### config.mk
export PLATFORM = sky130hd
export DESIGN_NAME = mem_rr_arbiter
export DESIGN_NICKNAME = d
export VERILOG_FILES = /design/src/rtl/mem_rr_arbiter.sv
export SDC_FILE = /design/constraint.sdc
export NUM_CORES = 1
export LEC_CHECK = 0
export BUFFER_PORTS_ARGS = -buffer_cell sky130_fd_sc_hd__buf_2
export CORE_MARGIN = 1
export CORE_UTILIZATION = 49
export DETAILED_ROUTE_END_ITERATION = 12
export GPL_TIMING_DRIVEN = 0
export PLACE_DENSITY = 0.84
export SYNTH_ARGS = -nofsm -noshare
export SYNTH_HDL_FRONTEND = slang
export SYNTH_SLANG_ARGS = --single-unit
### constraint.sdc
create_clock -name clk -period 2.3 [get_ports clk]
set_clock_uncertainty 0.05 [all_clocks]
set_input_delay 0 -clock clk [delete_from_list [all_inputs] [get_ports clk]]
set_output_delay 0 -clock clk [all_outputs]
set_load 0.1 [all_outputs]
### src/rtl/mem_rr_arbiter.sv
// mem_rr_arbiter: round-robin front end that lets two requesters share one
// single-port RAM. Each transaction is one word. The arbiter latches the
// winning request in IDLE, presents it to the RAM for exactly one cycle,
// waits one extra cycle for read data, and then pulses the requester's ack.
module mem_rr_arbiter #(
    parameter int DW = 16,
    parameter int AW = 5
) (
    input  logic          clk,
    input  logic          rst,
    input  logic          req0,
    input  logic          we0,
    input  logic [AW-1:0] addr0,
    input  logic [DW-1:0] wdata0,
    output logic          ack0,
    input  logic          req1,
    input  logic          we1,
    input  logic [AW-1:0] addr1,
    input  logic [DW-1:0] wdata1,
    output logic          ack1,
    output logic [DW-1:0] rdata,
    output logic          busy,
    output logic          grant_id,
    output logic          mem_r_w,
    output logic [AW-1:0] mem_addr,
    output logic [DW-1:0] mem_d_in,
    input  logic [DW-1:0] mem_d_out
);

    typedef enum logic [1:0] {
        ST_IDLE    = 2'd0,
        ST_ISSUE   = 2'd1,
        ST_RD_WAIT = 2'd2,
        ST_ACK     = 2'd3
    } state_e;

    state_e        state_q, state_d;
    logic          rr_ptr_q, rr_ptr_d;
    logic          grant_q, grant_d;
    logic          we_q, we_d;
    logic          ack0_q, ack0_d;
    logic          ack1_q, ack1_d;
    logic          busy_q, busy_d;
    logic [DW-1:0] rdata_q, rdata_d;
    logic          mem_r_w_q, mem_r_w_d;
    logic [AW-1:0] mem_addr_q, mem_addr_d;
    logic [DW-1:0] mem_d_in_q, mem_d_in_d;
    logic          win_s;

    // Next-state logic: arbitration in IDLE, one-cycle RAM access, read capture.
    always_comb begin
        state_d    = state_q;
        rr_ptr_d   = rr_ptr_q;
        grant_d    = grant_q;
        we_d       = we_q;
        rdata_d    = rdata_q;
        mem_addr_d = mem_addr_q;
        mem_d_in_d = mem_d_in_q;
        mem_r_w_d  = 1'b0;          // a write strobe never outlives ISSUE
        win_s      = 1'b0;
        case (state_q)
            ST_IDLE: begin
                if (req0 || req1) begin
                    // Contention goes to the pointer; a lone request just wins.
                    if (req0 && req1) begin
                        win_s = rr_ptr_q;
                    end else begin
                        win_s = req1;
                    end
                    grant_d  = win_s;
                    rr_ptr_d = ~win_s;
                    if (win_s) begin
                        we_d       = we1;
                        mem_addr_d = addr1;
                        mem_d_in_d = wdata1;
                    end else begin
                        we_d       = we0;
                        mem_addr_d = addr0;
                        mem_d_in_d = wdata0;
                    end
                    mem_r_w_d = we_d;
                    state_d   = ST_ISSUE;
                end else begin
                    state_d = ST_IDLE;
                end
            end
            ST_ISSUE: begin
                if (we_q) begin
                    state_d = ST_ACK;
                end else begin
                    state_d = ST_RD_WAIT;
                end
            end
            ST_RD_WAIT: begin
                rdata_d = mem_d_out;
                state_d = ST_ACK;
            end
            ST_ACK: begin
                state_d = ST_IDLE;
            end
            default: begin
                state_d = ST_IDLE;
            end
        endcase
    end

    // Status outputs are precomputed from the next state so they come straight off flops.
    always_comb begin
        ack0_d = 1'b0;
        ack1_d = 1'b0;
        if (state_d == ST_ACK) begin
            ack0_d = ~grant_d;
            ack1_d = grant_d;
        end else begin
            ack0_d = 1'b0;
            ack1_d = 1'b0;
        end
        busy_d = (state_d != ST_IDLE);
    end

    // State and output registers with synchronous reset.
    always_ff @(posedge clk) begin
        if (rst) begin
            state_q    <= ST_IDLE;
            rr_ptr_q   <= 1'b0;
            grant_q    <= 1'b0;
            we_q       <= 1'b0;
            ack0_q     <= 1'b0;
            ack1_q     <= 1'b0;
            busy_q     <= 1'b0;
            rdata_q    <= {DW{1'b0}};
            mem_r_w_q  <= 1'b0;
            mem_addr_q <= {AW{1'b0}};
            mem_d_in_q <= {DW{1'b0}};
        end else begin
            state_q    <= state_d;
            rr_ptr_q   <= rr_ptr_d;
            grant_q    <= grant_d;
            we_q       <= we_d;
            ack0_q     <= ack0_d;
            ack1_q     <= ack1_d;
            busy_q     <= busy_d;
            rdata_q    <= rdata_d;
            mem_r_w_q  <= mem_r_w_d;
            mem_addr_q <= mem_addr_d;
            mem_d_in_q <= mem_d_in_d;
        end
    end

    assign ack0     = ack0_q;
    assign ack1     = ack1_q;
    assign rdata    = rdata_q;
    assign busy     = busy_q;
    assign grant_id = grant_q;
    assign mem_r_w  = mem_r_w_q;
    assign mem_addr = mem_addr_q;
    assign mem_d_in = mem_d_in_q;

endmodule

==> summary.md <==
| Metric | Value |
|---|---|
| Outcome | `complete, no violations` |
| Clock Path Buffers | `2` |
| Drt wl/cell | `between 10 and 15 um` |
| Worst slew pin tran | `roughly 0.7 ns` |
| Crit Path Class | `reg2reg` |
| Die Area | `0.00458 mm^2` |
| CP cell instances | `inv_1 -> ha_2 -> o21a_4 -> buf_6 -> buf_6 -> nor2_1 -> a311oi_2 -> dlygate4sd3_1` |
| Initial Util | `0.521` |
| Place WS | `0.755 ns` |
| CTS Sinks | `46` |
| Grt ovf | `0` |
| Row cnt | `23` |
| Final HPWL from detailed placement | `around 3600 um` |
| CTS buffer count | `5` |
| Synthesized net count | `284` |
| Layout cells sized above 1 | `0.395` |
| WL final | `6560 um` |
| I/O pin cnt | `106` |
| Core ar. | `0.00406 mm^2` |
| Fmax achieved | `471 MHz` |
| Area grow syn2layout | `61.6%` |
| CTS tree | `done` |
| Die width | `67.7 um` |
| RSZ-0062 raised after global routing | `no` |
| Crit end category | `register` |
| TNS Setup | `0 ns` |
| M3 GR Usage | `0.0760` |
| Synth cell types | `26` |
| N_diodes | `0` |
| Die Height | `between 60 and 70 um` |
| Met2 usage | `0.542` |
| Crit path max fanout | `10` |
| Router iterations before antenna repair | `4` |
| Critical R2R Capture | `mem_d_in[1]` |
| Final slew viol count | `0` |
| Vias post-DR | `about 2300` |
| Final net count | `457` |
| Clk Latency, worst-skew pair | `0.30 ns` |
| Vias in the first global route | `around 2200` |
| Flop2flop setup slack | `between 0.15 and 0.2 ns` |
| Clock-pin transition on the worst setup and hold timing paths | `0.09 ns` |
| Worst r2r src | `state_q[1]` |
| Worst EP required | `2.49 ns` |
| Buffer and inverter count on the worst path | `4` |
| Max-Slew Margin vs Limit | `0.528` |
| Hold path cells | `3` |
| H-tree depth | `2` |
| Post-synthesis sequential element count | `46` |
| Antenna violations before repair | `0` |
| Gpl congestion | `~0.76` |
| Root buffer cell | `clkbuf_8` |
| Final period utilization | `0.923` |
| Drt drc | `0` |
| DR vias/cell | `5.25` |
| Most frequent cells in the layout | `buf_2 (109), dlygate4sd3_1 (63), dfxtp_1 (46), nor2_1 (40), nand3_1 (23)` |
| CP dominant cell by count | `buf_6` |
| Sequential area share after synthesis | `0.436` |
| Final setup violating endpoints | `0` |
| Critical Path AT | `2.32 ns` |
| Commonest non-fill, non-tap cell in the layout | `buf_2` |
| Post-CTS Repair Setup Buffers | `0` |
| Worst Hold Launch | `we0` |
| GRT Overall Usage | `0.298` |
| Crit-path leading delay family | `buffers and inverters` |
| Hold Path Class | `in2reg` |
| Hold EP | `we_q` |
| Worst IR Drop VDD | `roughly 0.00065 V` |
| Initial DRC count | `around 130` |
| Largest net degree at the start of global routing | `16` |
| Max_cap viols | `0` |
| Fin crit period | `roughly 2.1 ns` |
| Static Leak | `1.56 nW` |
| Final-report hold violation count | `0` |
| Syn_area_per_cell | `9.78 um^2` |
| # port buffers | `just over 100` |
| Cells on worst reg2reg path | `8` |
| Ys Warns | `0` |
| First-pass GRT wire length | `9950 um` |
| Critical Path Slowest Stage Cell | `dlygate4sd3_1` |
| Slowest stage delay, CP | `0.61 ns` |
| Final setup margin | `0.178 ns` |
| Final ANT Viol Nets | `0` |
| Grt peak-use layer | `met2` |
| Syn Inst Count | `between 200 and 250` |
| GR Layer Usage met1 | `0.311` |
| Synthesized area | `0.00211 mm^2` |
| Startpoint Class | `register` |
| P per Cell Area | `1070 mW/mm^2` |
-- logic make-up after synthesis --
group           Yosys count  synth area share
compound gates           52             0.237
simple gates             72             0.150
flops                    46             0.436
fa+ha+maj                 4            0.0237
buf+inv                  26            0.0776
mux                      16            0.0758
-- worst max path at each step --
stage,start,to,slack (ns),depth (start not counted)
2_1_floorplan,grant_id,ack0,0.84,2
3_3_place_gp,state_q[0],mem_d_in[9],0.82,7
3_5_place_dp,state_q[0],mem_d_in[6],0.76,7
4_1_cts,rr_ptr_q,mem_r_w,0.19,5
5_1_grt,state_q[0],mem_d_in[1],0.04,8
6_report,state_q[1],mem_d_in[1],0.18,8
-- report_power, final --
group | total (mW) | switching (mW) | internal [mW]
combinational | 2.11 | 1.52 | 0.590
sequential | 1.04 | 0.0823 | 0.954
clock | 0.501 | 0.287 | 0.214
-- layer usage --
metal,part of all wire,wire (um)
met5,0,0
met2,0.53,3450
met4,0.029,189
met3,0.064,419
met1,0.38,2500
-- area by class of cell --
type                            instances  area, um^2
Buffer                                 21         145
Clock buffer                            5        68.8
Clock inverter                          3        21.3
Fill cell                             245         643
Inverter                                5        18.8
Multi-Input combinational cell        144        1030
Sequential cell                        46         921
Tap cell                               50        62.6
Timing Repair Buffer                  166        1150
-- worst reg2reg max path, stage by stage (launching register included) --
cell,delay (ns)
dfxtp_1,0.32
inv_1,0.12
ha_2,0.24
o21a_4,0.13
buf_6,0.13
buf_6,0.16
nor2_1,0.06
a311oi_2,0.25
dlygate4sd3_1,0.61
-- cells in the mapped netlist, drive strengths merged --
cell,number,area (um^2)
ha,4,50.1
mux2i,16,160
and2b,1,8.76
nor3,1,5.00
nor2,40,150
clkbuf,5,21.3
inv,5,18.8
buf,16,124
o21ai,24,120
dfxtp,46,921
o211a,1,10.0
a21oi,2,10.0
o21a,1,15.0
nand3,23,115
nand2b,2,12.5
a211oi,1,7.51
nand2,3,11.3
a2bb2oi,1,8.76
nor3b,1,7.51
a311oi,22,330
or2,1,6.26
-- through the flow --
stage	power [mW]	instance area, um^2	utilization	cells	hold slack (ns)
floorplan	2.65	2110	-	216	0.0972
global placement	2.93	2690	0.663	369	0.189
detailed placement	2.96	2690	0.663	369	0.195
CTS	3.62	3410	0.841	440	0.00439
global route	3.81	3410	0.842	440	0.0182
finish	3.65	3410	0.842	440	0.0184
-- flip-flops by register name (all words and copies together), names as in the netlist --
| name | flops |
|---|---|
| mem_d_in | 16 |
| rdata | 16 |
| mem_addr | 5 |
| state_q | 2 |
| ack0 | 1 |
| ack1 | 1 |
| busy | 1 |
| grant_id | 1 |
| mem_r_w | 1 |
| rr_ptr_q | 1 |
| we_q | 1 |
-- repair_timing --
action,in CTS,in global routing
hold endpoints to repair,39,0
hold buffers,63,0
endpoints found under the setup margin,0,1
gates resized for setup,0,1
Power figures use the tool's default switching activity.
